**src/rtl/leg_alu_pkg.sv**
```systemverilog
// Shared types and constants for the LEG ALU datapath blocks.
package leg_alu_pkg;

    typedef enum logic [1:0] {IDLE, RUN, DONE} div_state_t;

    localparam int unsigned DIV_WIDTH_DEFAULT = 8;

    // Never returns 0, so a counter declared with it always has at least one bit.
    function automatic int unsigned clog2(input int unsigned value);
        return (value <= 1) ? 1 : $clog2(value);
    endfunction

endpackage

```
**src/rtl/_div_step.sv**
```systemverilog
// One restoring-division step: shift the next dividend bit into the partial remainder
// and subtract the divisor when it fits.
module _div_step
    import leg_alu_pkg::*;
#(
    parameter int unsigned UUID  = 0,
    parameter int unsigned WIDTH = DIV_WIDTH_DEFAULT
) (
    input  logic [WIDTH-1:0] R,
    input  logic             Qmsb,
    input  logic [WIDTH-1:0] D,
    output logic [WIDTH-1:0] R_next,
    output logic             q_bit
);

    logic [WIDTH:0] t;

    // t needs WIDTH+1 bits because R may already have its msb set; t < 2*D so t-D fits WIDTH.
    always_comb begin
        t      = {R, Qmsb};
        q_bit  = (t >= {1'b0, D});
        R_next = q_bit ? WIDTH'(t - {1'b0, D}) : t[WIDTH-1:0];
    end

endmodule

```
**src/rtl/_8b_seq_divider.sv**
```systemverilog
// Iterative unsigned restoring divider: one quotient bit per clock, results held between ops.
module _8b_seq_divider
    import leg_alu_pkg::*;
#(
    parameter int unsigned UUID  = 0,
    parameter string       NAME  = "",
    parameter int unsigned WIDTH = DIV_WIDTH_DEFAULT
) (
    input  logic             clk,
    input  logic             rst,
    input  logic             start,
    input  logic [WIDTH-1:0] Input_1,
    input  logic [WIDTH-1:0] Input_2,
    output logic [WIDTH-1:0] Quotient,
    output logic [WIDTH-1:0] Remainder,
    output logic             busy,
    output logic             done,
    output logic             div_by_zero
);

    localparam int unsigned CntW = clog2(WIDTH);

    div_state_t       state_q, state_d;
    logic [CntW-1:0]  cnt_q, cnt_d;
    logic [WIDTH-1:0] q_q, q_d;
    logic [WIDTH-1:0] d_q, d_d;
    logic [WIDTH-1:0] r_q, r_d;
    logic [WIDTH-1:0] quot_q, quot_d;
    logic [WIDTH-1:0] rem_q, rem_d;
    logic             dbz_q, dbz_d;
    logic [WIDTH-1:0] r_next;
    logic             q_bit;

    _div_step #(
        .UUID  (UUID ^ 32'h1),
        .WIDTH (WIDTH)
    ) u_step (
        .R      (r_q),
        .Qmsb   (q_q[WIDTH-1]),
        .D      (d_q),
        .R_next (r_next),
        .q_bit  (q_bit)
    );

    always_comb begin
        state_d = state_q;
        cnt_d   = cnt_q;
        q_d     = q_q;
        d_d     = d_q;
        r_d     = r_q;
        quot_d  = quot_q;
        rem_d   = rem_q;
        dbz_d   = dbz_q;
        unique case (state_q)
            IDLE, DONE: begin
                state_d = IDLE;
                if (start) begin
                    if (Input_2 != '0) begin
                        state_d = RUN;
                        q_d     = Input_1;
                        d_d     = Input_2;
                        r_d     = '0;
                        cnt_d   = '0;
                    end else begin
                        // Divide by zero resolves immediately without iterating.
                        state_d = DONE;
                        quot_d  = '1;
                        rem_d   = Input_1;
                        dbz_d   = 1'b1;
                    end
                end
            end
            RUN: begin
                q_d   = {q_q[WIDTH-2:0], q_bit};
                r_d   = r_next;
                cnt_d = cnt_q + CntW'(1);
                if (cnt_q == CntW'(WIDTH - 1)) begin
                    state_d = DONE;
                    quot_d  = {q_q[WIDTH-2:0], q_bit};
                    rem_d   = r_next;
                    dbz_d   = 1'b0;
                end
            end
            default: state_d = IDLE;
        endcase
    end

    always_ff @(posedge clk or posedge rst) begin
        if (rst) begin
            state_q <= IDLE;
            cnt_q   <= '0;
            q_q     <= '0;
            d_q     <= '0;
            r_q     <= '0;
            quot_q  <= '0;
            rem_q   <= '0;
            dbz_q   <= 1'b0;
        end else begin
            state_q <= state_d;
            cnt_q   <= cnt_d;
            q_q     <= q_d;
            d_q     <= d_d;
            r_q     <= r_d;
            quot_q  <= quot_d;
            rem_q   <= rem_d;
            dbz_q   <= dbz_d;
        end
    end

    assign busy        = (state_q == RUN);
    assign done        = (state_q == DONE);
    assign Quotient    = quot_q;
    assign Remainder   = rem_q;
    assign div_by_zero = dbz_q;

endmodule

```
**config.mk**
```make
export PLATFORM = sky130hd
export DESIGN_NAME = _8b_seq_divider
export DESIGN_NICKNAME = d
export VERILOG_FILES = /design/src/rtl/leg_alu_pkg.sv /design/src/rtl/_div_step.sv /design/src/rtl/_8b_seq_divider.sv
export SDC_FILE = /design/constraint.sdc
export NUM_CORES = 1
export LEC_CHECK = 0
export ABC_AREA = 1
export BUFFER_PORTS_ARGS = -buffer_cell sky130_fd_sc_hd__buf_2
export CORE_UTILIZATION = 60
export CTS_CLUSTER_SIZE = 12
export DETAILED_ROUTE_END_ITERATION = 8
export PLACE_DENSITY = 0.9
export SYNTH_ARGS = -nofsm -noshare
export SYNTH_HDL_FRONTEND = slang
export SYNTH_SLANG_ARGS = --single-unit
```
**constraint.sdc**
```tcl
create_clock -name clk -period 3.3 [get_ports clk]
set_input_delay 0.495 -clock clk [delete_from_list [all_inputs] [get_ports clk]]
set_output_delay 0.495 -clock clk [all_outputs]
set_load 0.01 [all_outputs]
```
==> metrics.md <==
| Metric | Value |
|---|---|
| Critical Path RT | 3.50 ns |
| Reg-to-reg startpoint | cnt_q[0] |
| CTS root buffer | clkbuf_8 |
| Post-CTS Setup Inserts | 0 |
| R2r endpoint | Remainder[3] |
| CP max stage delay | 0.40 ns |
| GRT overflow | 0 |
| Endpoints failing setup | 0 |
| Switching portion of total power | a little under half |
| Commonest cells after routing, fill and taps aside | nand2_1, inv_1, dfrtp_1, buf_2, nand3_1 |
| Status | finished clean |
| CP Cell Sequence | ha_1 > ha_1 > inv_1 > nor2_4 > inv_1 > nand2_2 > inv_2 > a21oi_1 > nand3_1 > nand2_1 > inv_1 |
| Crit path launch type | flip-flop |
| Part of the cycle the worst path needs | approximately two thirds |
| Critical path origin | cnt_q[0] |
| TritonCTS clock tree | yes |
| Clk buf depth | 2 |
| Max-cap violation count | 0 |
| Hold WC Path Type | input port to asynchronous set/reset pin |
| Syn_area_per_cell | 7.914 µm² |
| Synth Area in Adders | 5.841% |
| Seq pwr share | about 30% |
| Max Clk Rate | roughly 0.46 GHz |
| Yosys top cell by area | dfrtp_1 |
| Worst reg-to-reg path cell count | 11 |
| Initial drt markers | 201 |
| Die Height | 66.36 µm |
| YS warnings | 0 |
| Clock Skews | 0.006327 ns |
| Setup TNS Final | 0 ns |
| Net Switching | roughly 1.5 mW |
| Critical path class | flip-flop to flip-flop |
| Pin count of the biggest net entering global routing | 47 |
| Critical-path maximum fanout | 18 |
| Post-synthesis sequential area ratio | 46.32% |
| Core area | around 4000 µm² |
| Drt pass-1 iters | 4 |
| Cell row count | 23 |
| DRT Wirelength | 5544 µm |
| Max Slew Vio Count | 0 |
| Syn-to-layout area delta | 13.34% |
| Post-Synth Simple-Gate Area | 27.59% |
| #FFs+latches synth | 46 |
| VDD IR max | between 500 and 600 µV |
| CTS Hold Bufs | 0 |
| Worst path slowest cell | dfrtp_1 |
| Die area | 4403 µm² |
| Post-CTS Resized | 0 |
| RSZ-0062 raised after global routing | no |
| Combinational share of power | 56.8% |
| CP endpoint kind | flip-flop |
| Total track usage | 28.28% |
| Fin crit period | ~2.2 ns |
| Final Hold Vio Count | 0 |
| Internal Dissipation | between 1.5 and 2 mW |
| Residual DRC | 0 |
| Fin area | 2816 µm² |
| CTS H-tree depth | 2 |
| Synth Area in Compound Gates | 10.83% |
| Die width | 66.36 µm |
| Antenna violations before repair | 0 |
| Yosys top cell area share | 46.32% |
| Slew Limit Headroom | 61.00% |
| Lkg Pwr | between 1 and 1.5 nW |
| CP top delay family | simple AND/OR/NAND/NOR gates |
| Post-DP HPWL | 4185 µm |
| I/O Buffers | 37 |
| Final RePlAce weighted congestion | 0.9345 |
| Synth area leaders | dfrtp_1, nand2_1, inv_1 |
| Synthesized area | 2485 µm² |
| Vias | ~2200 |
| Clk_lat worst skew | approximately 0.3 ns |
| Cells after Synth | between 300 and 400 |
| Vias in the first global route | 2089 |
| Post-Synth XOR/XNOR Area | less than 1% |
| Fillers | 302 |
| N_diodes | 0 |
| Layout Nets | around 380 |
| Worst Tran Pin Value | between 0.5 and 0.6 ns |
| Most numerous cell on the critical path | inv_1 |
| Flop-to-flop setup slack | 1.11 ns |
| Pwr dens | 1141 nW/µm² |
| Placed Area | 2706 µm² |
| First-pass GRT wire length | 9183 µm |
| Synth Net Count | 344 |
| CTS buffer count | 5 |
| Starting Density | 62.12% |
| I/O pin count | 38 |
| Buf/Inv on CP | 4 |
| Mux cell area share after synthesis | 0% |
| Synth cell types | 28 |
| Vias per cell | ~5.5 |
| Most common cell after layout, fill and taps aside | nand2_1 |
| Arr. time, crit path | 2.39 ns |
| Clock share of power | 12.9% |
| Fraction of layout cells with a size suffix above 1 | between 10% and 20% |
| Worst-path clk slew | 0.08 ns |
| Largest family of logic cells by synthesized area | simple AND/OR/NAND/NOR gates |
| WL per Instance | approximately 14 µm |
| Sink Count | 46 |
| Routed Antenna Nets | 0 |
## state kept, by name, summed over array words and instances, names as in the netlist
register and flops:
state_q 2, d_q 8, q_q 8, cnt_q 3, div_by_zero 1, Remainder 8, Quotient 8, r_q 8
## kinds of logic after synthesis
logic type,after synthesis
buffers and inverters,58
and+or+nand+nor,150
DFF,46
AOI/OAI and AO/OA,48
adders and majority gates,11
xor gates and xnor gates,1
## worst reg2reg max path, cell delays in order (launching register included)
cell and delay (ns):
dfrtp_1 0.40, ha_1 0.19, ha_1 0.19, inv_1 0.08, nor2_4 0.22, inv_1 0.11, nand2_2 0.29, inv_2 0.16
a21oi_1 0.25, nand3_1 0.12, nand2_1 0.07, inv_1 0.03
## cells in the mapped netlist
cell / instances
nand2_1: 71
inv_1: 49
dfrtp_1: 46
nand3_1: 31
nor2_1: 22
o21ai_0: 21
a21oi_1: 18
ha_1: 10
nand4_1: 9
or2_2: 8
buf_2: 3
clkbuf_1: 3
nand2_2: 3
o211ai_1: 3
a22o_1: 2
nand2_4: 2
o221ai_1: 2
a22oi_1: 1
buf_4: 1
clkinv_1: 1
fa_1: 1
inv_2: 1
nand3b_1: 1
nor2_2: 1
nor2_4: 1
o21ai_2: 1
or2_4: 1
xnor2_1: 1
## per-layer routing
metal  vias to the layer above  global-route usage (%)  routed length (µm)
li1                       1083                       -                   -
met1                      1026                   37.57                2506
met2                        86                   45.66                2589
met3                        10                   5.690                 324
met4                         0                   10.11                 124
met5                         -                       0                   0
## power by group through the flow
stage,clock (mW),combinational (mW),sequential [mW]
after floorplan,0,1.33,0.993
after global placement,0,1.73,0.968
after detailed placement,0,1.80,0.983
after CTS,0.420,1.81,0.974
after global routing,0.436,2.08,1.00
final,0.414,1.83,0.974
## cell type report
class	count	area [µm²]	area share, %
flip-flops and latches	46	1151	40.87
multi-input cells	210	1109	39.36
repair buffers	38	192.7	6.841
inverters	51	191.4	6.797
clock buffers	6	72.57	2.577
well taps	50	62.56	2.221
clock inverters	2	37.54	1.333
## worst max path at each step
stage | end | cells after the start
final | Remainder[3] | 11
after global routing | Remainder[3] | 11
after CTS | busy | 4
after detailed placement | Remainder[3] | 11
after global placement | cnt_q[2] | 7
after floorplan | Remainder[5] | 10
## per-stage QoR
stage	utilization [%]	cells	power, mW	hold WS, ns	setup WS, ns
after floorplan	-	314	2.322	0.4498	1.610
after global placement	67.66	395	2.700	0.4621	1.279
after detailed placement	67.66	395	2.779	0.4750	1.158
after CTS	70.41	403	3.204	0.3419	1.131
after global routing	70.41	403	3.515	0.3943	0.9663
final	70.41	403	3.214	0.3255	1.107
(Power assumes the default switching activity.)
